--- src/rtl/hw_stack.sv ---
// Parametrised LIFO stack with dual-pop, replace/reduce ops,
// registered top/second shadows and sticky error flags.
module hw_stack #(
  parameter int  WIDTH_DATA = 16,
  parameter int  DEPTH      = 16,
  localparam int CW         = $clog2(DEPTH + 1)
) (
  input  logic                  clk,
  input  logic                  reset,
  input  logic                  push,
  input  logic                  pop,
  input  logic                  pop2,
  input  logic [WIDTH_DATA-1:0] data_in,
  input  logic                  clear_err,
  output logic [WIDTH_DATA-1:0] top,
  output logic [WIDTH_DATA-1:0] second,
  output logic [CW-1:0]         count,
  output logic                  empty,
  output logic                  full,
  output logic                  overflow,
  output logic                  underflow
);

  localparam int AW = (DEPTH > 1) ? $clog2(DEPTH) : 1;

  logic [WIDTH_DATA-1:0] mem [DEPTH];

  logic [CW-1:0]         count_q, count_d;
  logic [WIDTH_DATA-1:0] top_q, top_d;
  logic [WIDTH_DATA-1:0] second_q, second_d;
  logic                  overflow_q, overflow_d;
  logic                  underflow_q, underflow_d;

  logic [31:0]           c;
  logic                  we;
  logic [AW-1:0]         widx;
  logic [WIDTH_DATA-1:0] rd3, rd4;
  logic                  ovf_evt, unf_evt;

  always_comb begin
    c        = 32'(count_q);
    rd3      = mem[AW'(c - 32'd3)];
    rd4      = mem[AW'(c - 32'd4)];
    count_d  = count_q;
    top_d    = top_q;
    second_d = second_q;
    we       = 1'b0;
    widx     = AW'(c);
    ovf_evt  = 1'b0;
    unf_evt  = 1'b0;
    priority case (1'b1)
      pop2: begin
        if (c < 32'd2) begin
          unf_evt = 1'b1;
        end else if (push) begin
          we       = 1'b1;
          widx     = AW'(c - 32'd2);
          count_d  = count_q - CW'(1);
          top_d    = data_in;
          second_d = (c > 32'd2) ? rd3 : '0;
        end else begin
          count_d  = count_q - CW'(2);
          top_d    = (c > 32'd2) ? rd3 : '0;
          second_d = (c > 32'd3) ? rd4 : '0;
        end
      end
      pop: begin
        if (c < 32'd1) begin
          unf_evt = 1'b1;
        end else if (push) begin
          we    = 1'b1;
          widx  = AW'(c - 32'd1);
          top_d = data_in;
        end else begin
          // Old second is already the new top; read ahead for the new second.
          count_d  = count_q - CW'(1);
          top_d    = second_q;
          second_d = (c > 32'd2) ? rd3 : '0;
        end
      end
      push: begin
        if (c == 32'(DEPTH)) begin
          ovf_evt = 1'b1;
        end else begin
          we       = 1'b1;
          count_d  = count_q + CW'(1);
          top_d    = data_in;
          second_d = top_q;
        end
      end
      default: ;
    endcase
    overflow_d  = ovf_evt | (overflow_q & ~clear_err);
    underflow_d = unf_evt | (underflow_q & ~clear_err);
  end

  always_ff @(posedge clk) begin
    if (reset) begin
      count_q     <= '0;
      top_q       <= '0;
      second_q    <= '0;
      overflow_q  <= 1'b0;
      underflow_q <= 1'b0;
    end else begin
      count_q     <= count_d;
      top_q       <= top_d;
      second_q    <= second_d;
      overflow_q  <= overflow_d;
      underflow_q <= underflow_d;
    end
  end

  always_ff @(posedge clk) begin
    if (we && !reset) mem[widx] <= data_in;
  end

  assign top       = top_q;
  assign second    = second_q;
  assign count     = count_q;
  assign empty     = (count_q == '0);
  assign full      = (count_q == CW'(DEPTH));
  assign overflow  = overflow_q;
  assign underflow = underflow_q;

endmodule

--- config.mk ---
export PLATFORM = sky130hd
export DESIGN_NAME = hw_stack
export DESIGN_NICKNAME = d
export VERILOG_FILES = /design/src/rtl/hw_stack.sv
export SDC_FILE = /design/constraint.sdc
export NUM_CORES = 1
export LEC_CHECK = 0
export CAP_MARGIN = 0
export CELL_PAD_IN_SITES_DETAIL_PLACEMENT = 1
export CELL_PAD_IN_SITES_GLOBAL_PLACEMENT = 1
export CORE_MARGIN = 1.5
export CORE_UTILIZATION = 25
export DETAILED_ROUTE_END_ITERATION = 12
export GPL_TIMING_DRIVEN = 0
export PLACE_DENSITY_LB_ADDON = 0.3
export SETUP_SLACK_MARGIN = 0.1
export SLEW_MARGIN = 25
export SYNTH_ARGS = -nofsm -noshare
export SYNTH_HDL_FRONTEND = slang
export SYNTH_SLANG_ARGS = --single-unit
--- constraint.sdc ---
create_clock -name clk -period 7.69 [get_ports clk]
set_clock_uncertainty 0.15 [all_clocks]
set_input_delay 1.9225 -clock clk [delete_from_list [all_inputs] [get_ports clk]]
set_output_delay 1.9225 -clock clk [all_outputs]
set_load 0.03 [all_outputs]
==> flow_metrics.env, run 1 <==
export IMPL_ys_flop_type="sky130_fd_sc_hd__edfxtp_1"
export IMPL_chipHeight_um=251.3
export IMPL_clock_tree_from_tritoncts="yes"
export IMPL_worst_hold_path_type="register to register"
export IMPL_clkLatencyLatePin_ns=0.59
export IMPL_n_antenna_cell=0
export IMPL_worst_path_max_fanout=14
export IMPL_tightestPinTransition_ns=0.9250
export IMPL_yosysTopAreaCellShare=0.4986
export IMPL_dr_pass1_iterations=5
export IMPL_grt_pass1_wl_um=76670
export IMPL_timing_reg2reg_setup_slack_ns=2.31
export IMPL_via_count_of_the_first_global_routing_pass=11060
export IMPL_initial_antenna_violation_count=1
export IMPL_initial_core_util=0.2540
export IMPL_nFillCells=6391
export IMPL_run_status="complete, no violations"
export IMPL_critical_path_max_stage_delay_ns=0.68
export IMPL_synth_largest_area_cell="sky130_fd_sc_hd__edfxtp_1"
export IMPL_crit_type="register to output pin"
export IMPL_hold_buffers=0
export IMPL_p_int_mw=4.279
export IMPL_die_area_um2=63170
export IMPL_syn_instance_count=1070
export IMPL_seq_area_frac_synth=0.5493
export IMPL_worstSetupEndpointType="output pin"
export IMPL_synth_warning_count=0
export IMPL_slew_headroom=0.3833
export IMPL_detailed_place_hpwl_um=38300
export IMPL_power_clock_fraction=0.206
export IMPL_drt_total_wl_um=52640
export IMPL_fin_crit_ns=5.794
export IMPL_power_switching_share=0.4274
export IMPL_grt_util_all_layers=0.1658
export IMPL_worst_ep_required_time_ns=5.62
export IMPL_switching_power_mw=3.194
export IMPL_cts_resized=0
export IMPL_setup_tns_final_ns=0
export IMPL_globalRouteMet1Util=0.2186
export IMPL_drt_wirelength_per_cell_um=26.63
export IMPL_combinational_group_share_of_total_power=0.522
export IMPL_cp_cell_sequence="buf_2 > buf_2 > inv_2 > buf_2 > ha_1 > nand3_1 > inv_1 > clkdlybuf4s50_1"
export IMPL_post_cts_setup_buffers=0
export IMPL_cells_taking_the_most_area_after_synthesis="sky130_fd_sc_hd__edfxtp_1, sky130_fd_sc_hd__mux4_2, sky130_fd_sc_hd__mux2i_1"
export IMPL_combined_flip_flop_and_latch_cell_area_um2=8468
export IMPL_cts_buffers=31
export IMPL_layout_drive_gt1_share=0.1967
export IMPL_synth_async_sr_flop_share=0
export IMPL_grt_start_max_net_pins=19
export IMPL_clock_tree_root_cell="sky130_fd_sc_hd__clkbuf_16"
export IMPL_crit_slowest_cell="sky130_fd_sc_hd__clkdlybuf4s50_1"
export IMPL_cellLeakagePower_nw=5.902
export IMPL_multi_input_comb_area_um2=6548
export IMPL_finalMaxSlewViolations=0
export IMPL_port_buffers=62
export IMPL_area_delta_synth_final_pct=18.50
export IMPL_final_period_utilization=0.7534
export IMPL_ir_drop_mv=0.1810
export IMPL_fmaxAchievable_mhz=172.6
export IMPL_worstSetupStartpoint="count[2]$_SDFFE_PP0P_"
export IMPL_hold_slack_ns=0.3618
export IMPL_power_per_cell_area_nw_per_um2=409.1
export IMPL_postSynthNetCount=1104
export IMPL_seq_power_share=0.272
export IMPL_clock_sinks=295
export IMPL_drt_iter0_markers=785
export IMPL_hold_start="top[12]$_SDFFE_PP0P_"
export IMPL_grt_setup_unrepaired="no"
export IMPL_grt_met3_usage=0.02174
export IMPL_remaining_drc_errors=0
export IMPL_cts_root_to_sink_buffers=3
export IMPL_clock_tree_htree_level_count=1
export IMPL_dr_total_vias=10240
export IMPL_ant_nets=0
export IMPL_max_cap_violations=0
export IMPL_cts_reportedPaths_clkPinSlew_ns=0.07
export IMPL_floorplan_rows=90
export IMPL_core_region_area_um2=60700
export IMPL_netlist_area_um2=15420
export IMPL_r2r_start="count[1]$_SDFFE_PP0P_"
export IMPL_synth_edff_count=256
export IMPL_vias_per_instance=5.179
export IMPL_met2_track_demand_over_resource_in_global_routing=0.2880
export IMPL_number_of_ports_placed_on_the_die_boundary=63
export IMPL_nets=1204
export IMPL_critical_path_startpoint_type="register"
export IMPL_worst_endpoint_arrival_ns=3.72
export IMPL_synthDistinctLibCells=62
export IMPL_globalRoute_totalOverflow=0
export IMPL_setup_viol=0
export IMPL_synth_seq_cells=295
export IMPL_syn_avg_cell_area_um2=14.41
export IMPL_finalWeightedCongestion=0.8316
export IMPL_totalPowerFinal_mw=7.473
export IMPL_crit_top_cell="sky130_fd_sc_hd__buf_2"
export IMPL_finalHoldViolCount=0
export IMPL_die_x_extent_um=251.3
export IMPL_busiest_layer="met2"
-- Yosys cell counts (15+ instances only) --
library cell	count
sky130_fd_sc_hd__edfxtp_1	256
sky130_fd_sc_hd__nand2_1	44
sky130_fd_sc_hd__o21bai_1	15
sky130_fd_sc_hd__a311oi_1	30
sky130_fd_sc_hd__dfxtp_1	39
sky130_fd_sc_hd__buf_2	27
sky130_fd_sc_hd__a22oi_1	18
sky130_fd_sc_hd__mux4_2	95
sky130_fd_sc_hd__clkbuf_1	36
sky130_fd_sc_hd__a21oi_1	44
sky130_fd_sc_hd__nor2_1	57
sky130_fd_sc_hd__nand3_1	27
sky130_fd_sc_hd__mux2i_1	175
sky130_fd_sc_hd__a2111oi_0	17
sky130_fd_sc_hd__nor4_1	31
-- critical path: cells and delay by family, from the launching register on --
kind | cells | cell delay, ns
buf+inv | 6 | 2.06
flops | 1 | 0.38
simple gates | 1 | 0.22
fa+ha+maj | 1 | 0.46
-- final timing paths --
kind                     endpoint  cells past startpoint
min          top[12]$_SDFFE_PP0P_                      2
min reg2reg  top[12]$_SDFFE_PP0P_                      2
max reg2reg  mem[7][13]$_DFFE_PP_                     11
max                          full                      8
-- routing by layer --
| layer | share of wire | vias up |
|---|---|---|
| met4 | 0.019 | 2 |
| met5 | 0.00025 | - |
| met1 | 0.44 | 5399 |
| li1 | - | 4535 |
| met2 | 0.49 | 236 |
| met3 | 0.047 | 67 |
-- power by group through the flow --
stage / clock network (mW) / registers (mW) / logic, mW
2_1_floorplan: 0 / 2.21 / 2.33
3_3_place_gp: 0 / 2.06 / 3.82
3_5_place_dp: 0 / 2.07 / 3.90
4_1_cts: 1.58 / 2.03 / 3.92
5_1_grt: 1.62 / 2.05 / 4.13
6_report: 1.54 / 2.03 / 3.90
-- through the flow --
| step | instance area (um2) | utilization | setup WS, ns | std cells |
|---|---|---|---|---|
| 3_3_place_gp | 17020 | 0.2804 | 0.9642 | 1914 |
| 2_1_floorplan | 15420 | - | 3.369 | 1070 |
| 3_5_place_dp | 17250 | 0.2841 | 1.660 | 1919 |
| 4_1_cts | 18270 | 0.3010 | 1.848 | 1977 |
| 5_1_grt | 18270 | 0.3010 | 1.801 | 1977 |
| 6_report | 18270 | 0.3010 | 1.896 | 1977 |
-- cells in the final DEF (no fill, tap or decap), types with 10 or more instances in the layout --
master,Yosys,layout
sky130_fd_sc_hd__edfxtp_1,256,256
sky130_fd_sc_hd__mux2i_1,175,175
sky130_fd_sc_hd__mux4_2,95,95
sky130_fd_sc_hd__clkdlybuf4s50_1,0,62
sky130_fd_sc_hd__a21oi_1,44,44
sky130_fd_sc_hd__nand2_1,44,44
sky130_fd_sc_hd__nor2_1,57,41
sky130_fd_sc_hd__clkbuf_1,36,41
sky130_fd_sc_hd__dfxtp_1,39,39
sky130_fd_sc_hd__nor4_1,31,31
sky130_fd_sc_hd__clkbuf_16,0,31
sky130_fd_sc_hd__a311oi_1,30,30
sky130_fd_sc_hd__nand3_1,27,27
sky130_fd_sc_hd__buf_2,27,27
sky130_fd_sc_hd__a22oi_1,18,18
sky130_fd_sc_hd__a2111oi_0,17,17
sky130_fd_sc_hd__nor2_4,0,16
sky130_fd_sc_hd__o21bai_1,15,15
sky130_fd_sc_hd__or2_2,13,13
sky130_fd_sc_hd__or2_0,13,13
sky130_fd_sc_hd__ha_1,12,12
sky130_fd_sc_hd__buf_4,10,10
-- cell type report --
type,count,area share
Buffer,87,0.02609
Multi-Input combinational cell,676,0.3584
Tap cell,782,0.05356
Clock buffer,36,0.04349
Sequential cell,295,0.4635
Timing Repair Buffer,67,0.04000
Clock inverter,22,0.01246
Inverter,12,0.002466
-- cell families after synthesis --
logic type,synth area share
flops,0.5493
mux,0.2531
simple gates,0.07020
compound gates,0.07978
buf+inv,0.03384
fa+ha+maj,0.009738
xor+xnor,0.004058
-- flip-flops by register name, indices dropped and copies added (netlist names) --
name and cells:
overflow 1, count 5, mem 256, underflow 1, second 16, top 16
Note: power is estimated with default switching activity, not from simulation.
==> run 2: changes to the inputs <==
==> constraint.sdc (replaced) <==
create_clock -name clk -period 5 [get_ports clk]
set_clock_uncertainty 0.15 [all_clocks]
set_input_delay 1.25 -clock clk [delete_from_list [all_inputs] [get_ports clk]]
set_output_delay 1.25 -clock clk [all_outputs]
set_load 0.03 [all_outputs]
==> flow_metrics.env, run 2 (synthesized netlist as in run 1, its figures left out) <==
export IMPL_run_status="complete, no violations"
export IMPL_dr_total_vias=10300
export IMPL_dr_pass1_iterations=5
export IMPL_grt_setup_unrepaired="no"
export IMPL_finalWeightedCongestion=0.8316
export IMPL_nets=1220
export IMPL_cts_root_to_sink_buffers=3
export IMPL_n_antenna_cell=0
export IMPL_detailed_place_hpwl_um=38300
export IMPL_core_region_area_um2=60700
export IMPL_worst_endpoint_arrival_ns=3.39
export IMPL_clkLatencyLatePin_ns=0.59
export IMPL_layout_drive_gt1_share=0.2097
export IMPL_stdcell_area_um2=18560
export IMPL_cts_reportedPaths_clkPinSlew_ns=0.07
export IMPL_remaining_drc_errors=0
export IMPL_grt_util_all_layers=0.1665
export IMPL_die_x_extent_um=251.3
export IMPL_most_common_layout_cells="sky130_fd_sc_hd__edfxtp_1, sky130_fd_sc_hd__mux2i_1, sky130_fd_sc_hd__mux4_2"
export IMPL_hold_buffers=0
export IMPL_setup_tns_final_ns=0
export IMPL_worst_hold_path_type="register to register"
export IMPL_worstSetupEndpointType="output pin"
export IMPL_worst_hold_path_num_cells=2
export IMPL_setup_viol=0
export IMPL_met3_routed_wl_um=2233
export IMPL_power_per_cell_area_nw_per_um2=620.7
export IMPL_critical_path_startpoint_type="register"
export IMPL_floorplan_rows=90
export IMPL_detailroute_wirelength_met2_um=26020
export IMPL_worstRegToRegCells=12
export IMPL_clock_sinks=295
export IMPL_grt_start_max_net_pins=19
export IMPL_initial_core_util=0.2540
export IMPL_final_period_utilization=0.9584
export IMPL_fin_crit_ns=4.792
export IMPL_dpl_instance_area_um2=17250
export IMPL_fmaxAchievable_mhz=208.7
export IMPL_cts_buffers=31
export IMPL_die_area_um2=63170
export IMPL_grt_pass1_wl_um=77050
export IMPL_drt_wirelength_per_cell_um=26.50
export IMPL_max_cap_violations=0
export IMPL_largest_register_ff_count=256
export IMPL_worst_path_max_fanout=14
export IMPL_worst_ep_required_time_ns=3.60
export IMPL_dr_max_layer_used="met5"
export IMPL_crit_type="register to output pin"
export IMPL_number_of_ports_placed_on_the_die_boundary=63
export IMPL_vias_per_instance=5.170
export IMPL_finalHoldViolCount=0
export IMPL_ir_drop_mv=0.2772
export IMPL_via_count_of_the_first_global_routing_pass=11150
export IMPL_final_common_cell="sky130_fd_sc_hd__edfxtp_1"
export IMPL_initial_antenna_violation_count=1
export IMPL_drt_iter0_markers=807
export IMPL_clock_tree_from_tritoncts="yes"
export IMPL_cellLeakagePower_nw=6.027
export IMPL_port_buffers=62
export IMPL_slew_headroom=0.3876
export IMPL_chipHeight_um=251.3
export IMPL_ant_nets=0
export IMPL_wl_met1_um=23540
export IMPL_clock_tree_root_cell="sky130_fd_sc_hd__clkbuf_16"
export IMPL_area_delta_synth_final_pct=20.36
export IMPL_regMostFlops="mem"
export IMPL_globalRoute_totalOverflow=0
export IMPL_drt_total_wl_um=52810
export IMPL_clock_tree_htree_level_count=1
export IMPL_finalMaxSlewViolations=0
export IMPL_nFillCells=6380
export IMPL_tightestPinTransition_ns=0.9185
[run 2: worst max-delay path, stage by stage, from the launching register on]
cell and delay [ns]:
sky130_fd_sc_hd__dfxtp_1 0.38, sky130_fd_sc_hd__buf_2 0.22, sky130_fd_sc_hd__buf_2 0.26, sky130_fd_sc_hd__inv_2 0.24
sky130_fd_sc_hd__buf_4 0.39, sky130_fd_sc_hd__ha_2 0.35, sky130_fd_sc_hd__nand3_1 0.18, sky130_fd_sc_hd__inv_1 0.09
sky130_fd_sc_hd__clkdlybuf4s50_1 0.68
[run 2: path summary, 6_finish.rpt]
check	from	slack, ns	to
min reg2reg	top[12]$_SDFFE_PP0P_	0.36	top[12]$_SDFFE_PP0P_
min	top[12]$_SDFFE_PP0P_	0.36	top[12]$_SDFFE_PP0P_
max reg2reg	count[2]$_SDFFE_PP0P_	0.50	mem[2][13]$_DFFE_PP_
max	count[2]$_SDFFE_PP0P_	0.21	full
[run 2: routing by layer]
layer  GRT usage  vias up
li1            -     4566
met1      0.2213     5417
met2      0.2886      252
met3     0.02040       66
met4     0.03890        2
met5           0        -
[run 2: cell type report]
| class | count | area, um2 | area share |
|---|---|---|---|
| Sequential cell | 295 | 8469 | 0.4564 |
| Multi-Input combinational cell | 676 | 6556 | 0.3533 |
| Timing Repair Buffer | 83 | 1001 | 0.05394 |
| Tap cell | 782 | 978.4 | 0.05273 |
| Clock buffer | 36 | 794.5 | 0.04282 |
| Buffer | 87 | 484.2 | 0.02609 |
| Clock inverter | 22 | 227.7 | 0.01227 |
| Inverter | 12 | 45.04 | 0.002427 |
[run 2: report_power, final]
| group | leakage (nW) | switching [mW] | internal, mW |
|---|---|---|---|
| Sequential | 2.63 | 0.192 | 2.93 |
| Clock | 0.487 | 1.02 | 1.35 |
| Combinational | 2.91 | 3.69 | 2.33 |
| Total | 6.03 | 4.91 | 6.61 |
[run 2: timing repair]
item | CTS | global route
buffers inserted | 15 | 1
endpoints found under the setup margin | 257 | 10
pin swaps | 11 | 1
gates resized for setup | 5 | 1
hold endpoints to repair | 0 | 0
[run 2: stage by stage]
stage	hold WS [ns]	utilization	cells	worst slack, ns	power, mW
floorplan	0.4797	-	1070	0.9251	6.988
global placement	0.3259	0.2804	1914	-1.158	9.046
detailed placement	0.3518	0.2841	1919	-0.4356	9.178
CTS	0.3673	0.3054	1992	0.1408	11.61
global route	0.3948	0.3057	1993	0.1187	12.05
finish	0.3618	0.3057	1993	0.2082	11.52
==> run 3: changes to the inputs <==
--- a/config.mk
+++ b/config.mk
@@ -5,6 +5,8 @@
 export SDC_FILE = /design/constraint.sdc
 export NUM_CORES = 1
 export LEC_CHECK = 0
+export ABC_AREA = 1
+export ABC_CLOCK_PERIOD_IN_PS = 5000
 export CAP_MARGIN = 0
 export CELL_PAD_IN_SITES_DETAIL_PLACEMENT = 1
 export CELL_PAD_IN_SITES_GLOBAL_PLACEMENT = 1
==> flow_metrics.env, run 3 <==
export IMPL_core_region_area_um2=62970
export IMPL_via_count_of_the_first_global_routing_pass=14970
export IMPL_drt_iter0_markers=1316
export IMPL_post_synth_mux_area_share=0
export IMPL_critical_path_startpoint_type="register"
export IMPL_clock_tree_htree_level_count=2
export IMPL_dr_total_vias=14800
export IMPL_grt_start_max_net_pins=19
export IMPL_fmaxAchievable_mhz=213.9
export IMPL_synth_simple_gate_area_frac=0.3369
export IMPL_nFillCells=7414
export IMPL_clock_sinks=295
export IMPL_setup_tns_final_ns=0
export IMPL_synth_most_common_cell="sky130_fd_sc_hd__nand2_1"
export IMPL_clkLatencyLatePin_ns=0.56
export IMPL_initial_core_util=0.2527
export IMPL_dr_max_layer_used="met4"
export IMPL_nets=2025
export IMPL_netlist_area_um2=15910
export IMPL_syn_avg_cell_area_um2=8.473
export IMPL_layout_drive_gt1_share=0.1075
export IMPL_ys_flop_type="sky130_fd_sc_hd__edfxtp_1"
export IMPL_final_common_cell="sky130_fd_sc_hd__nand2_1"
export IMPL_globalRoute_totalOverflow=0
export IMPL_most_common_layout_cells="sky130_fd_sc_hd__nand2_1, sky130_fd_sc_hd__nand3_1, sky130_fd_sc_hd__edfxtp_1"
export IMPL_seq_area_frac_synth=0.5322
export IMPL_finalHoldViolCount=0
export IMPL_synth_edff_count=256
export IMPL_number_of_ports_placed_on_the_die_boundary=63
export IMPL_worst_ep_required_time_ns=5.13
export IMPL_postSynthNetCount=1912
export IMPL_cts_root_to_sink_buffers=3
export IMPL_compound_gate_portion_of_the_synthesized_area=0.04946
export IMPL_worst_endpoint_arrival_ns=4.81
export IMPL_worst_path_max_fanout=13
export IMPL_finalMaxSlewViolations=0
export IMPL_initial_antenna_violation_count=0
export IMPL_drt_wirelength_per_cell_um=25.11
export IMPL_grt_util_all_layers=0.2212
export IMPL_die_x_extent_um=255.3
export IMPL_power_per_cell_area_nw_per_um2=654.8
export IMPL_finalWeightedCongestion=0.9153
export IMPL_synth_largest_area_cell="sky130_fd_sc_hd__edfxtp_1"
export IMPL_detailed_place_hpwl_um=52720
export IMPL_synth_xor_xnor_area_share=0.007313
export IMPL_max_cap_violations=0
export IMPL_synthDistinctLibCells=41
export IMPL_worstRegToRegCells=12
export IMPL_largest_register_ff_count=256
export IMPL_slew_headroom=0.2489
export IMPL_synth_async_sr_flop_share=0
export IMPL_syn_instance_count=1878
export IMPL_grt_pass1_wl_um=103500
export IMPL_clock_tree_root_cell="sky130_fd_sc_hd__clkbuf_16"
export IMPL_cts_resized=0
export IMPL_cells_taking_the_most_area_after_synthesis="sky130_fd_sc_hd__edfxtp_1, sky130_fd_sc_hd__nand3_1, sky130_fd_sc_hd__nand2_1"
export IMPL_dr_pass1_iterations=7
export IMPL_met3_routed_wl_um=4064
export IMPL_ir_drop_mv=0.2553
export IMPL_synth_top_cells_by_count="sky130_fd_sc_hd__nand2_1, sky130_fd_sc_hd__nand3_1, sky130_fd_sc_hd__edfxtp_1"
export IMPL_regMostFlops="mem"
export IMPL_dpl_instance_area_um2=17750
export IMPL_synth_seq_cells=295
export IMPL_post_synth_fa_ha_maj_area_fraction=0.009436
export IMPL_hold_buffers=0
export IMPL_vias_per_instance=5.169
export IMPL_die_area_um2=65170
export IMPL_stdcell_area_um2=18910
export IMPL_setup_viol=0
export IMPL_final_period_utilization=0.9352
export IMPL_post_cts_setup_buffers=0
export IMPL_cts_buffers=38
export IMPL_worst_hold_path_num_cells=2
export IMPL_area_delta_synth_final_pct=18.85
export IMPL_detailroute_wirelength_met2_um=31920
export IMPL_run_status="complete, no violations"
export IMPL_port_buffers=62
export IMPL_hold_slack_ns=0.3166
export IMPL_remaining_drc_errors=0
export IMPL_cellLeakagePower_nw=7.147
export IMPL_yosysTopAreaCellShare=0.4831
export IMPL_n_antenna_cell=0
export IMPL_wl_met1_um=32600
export IMPL_worst_hold_path_type="register to register"
export IMPL_grt_setup_unrepaired="no"
export IMPL_synth_warning_count=0
export IMPL_combinational_family_with_the_most_area_after_synthesis="simple AND/OR/NAND/NOR gates"
export IMPL_crit_type="register to register"
export IMPL_clock_tree_from_tritoncts="yes"
export IMPL_ant_nets=0
export IMPL_tightestPinTransition_ns=1.123
export IMPL_chipHeight_um=255.3
export IMPL_cts_reportedPaths_clkPinSlew_ns=0.06
export IMPL_floorplan_rows=92
export IMPL_drt_total_wl_um=71930
export IMPL_fin_crit_ns=4.676
export IMPL_worstSetupEndpointType="register"
[run 3: cell types whose count changed in the layout (fill, tap and decap cells not counted), sizes merged, moves of 59 or more]
cell	before	now
mux2i	175	0
buf	72	131
o21ai	7	91
mux4	95	0
nand3	27	482
nand2	44	615
[run 3: final timing paths]
kind,startpoint,endpoint,slack [ns]
hold / removal,underflow$_SDFF_PP0_,underflow$_SDFF_PP0_,0.32
setup reg to reg,count[1]$_SDFFE_PP0P_,mem[1][12]$_DFFE_PP_,0.32
hold reg to reg,underflow$_SDFF_PP0_,underflow$_SDFF_PP0_,0.32
setup / recovery,count[1]$_SDFFE_PP0P_,mem[1][12]$_DFFE_PP_,0.32
[run 3: cells by family (layout without fill, tap and decap cells)]
group	count (synthesis)	in the layout
fa+ha+maj	12	12
flops	295	295
simple gates	1229	1229
buf+inv	183	323
compound gates	150	150
xor+xnor	9	9
[run 3: layer usage]
metal  track usage  up-vias
met3       0.02766      113
li1              -     6690
met1        0.3071     7476
met4       0.09738        0
met2        0.3443      524
met5             0        -
[run 3: layout make-up]
cell class,count,area [um2],share of cell area
Sequential cell,295,8468,0.4478
Multi-Input combinational cell,1400,6479,0.3426
Tap cell,846,1059,0.05597
Clock buffer,48,988.4,0.05227
Buffer,137,834.6,0.04413
Timing Repair Buffer,73,698.2,0.03692
Inverter,46,195.2,0.01032
Clock inverter,19,188.9,0.009991
[run 3: worst max-delay path, cell delays in order (launching register included)]
cell and delay (ns):
sky130_fd_sc_hd__dfxtp_1 0.49, sky130_fd_sc_hd__buf_2 0.34, sky130_fd_sc_hd__inv_1 0.09, sky130_fd_sc_hd__buf_2 0.23
sky130_fd_sc_hd__buf_2 0.27, sky130_fd_sc_hd__ha_1 0.46, sky130_fd_sc_hd__buf_2 0.36, sky130_fd_sc_hd__nor2_1 0.11
sky130_fd_sc_hd__a22o_1 0.24, sky130_fd_sc_hd__a21oi_1 0.42, sky130_fd_sc_hd__nand2_1 0.40, sky130_fd_sc_hd__nor2_2 0.58
sky130_fd_sc_hd__buf_8 0.23
[run 3: where the power goes]
part / total [mW] / switching (mW) / internal (mW)
sequential: 3.12 / 0.201 / 2.92
clock: 2.70 / 1.14 / 1.56
combinational: 6.57 / 4.77 / 1.79
total: 12.4 / 6.11 / 6.27
[run 3: through the flow]
stage                     utilization  std cells  power, mW  worst slack [ns]
after global routing           0.3003       2864      12.92            0.1842
final                          0.3003       2864      12.38            0.3239
after CTS                      0.3006       2864      12.30            0.3577
after floorplan                     -       1878      6.797             1.496
after detailed placement       0.2819       2797      9.588            0.4218
after global placement         0.2794       2786      9.484           -0.1854
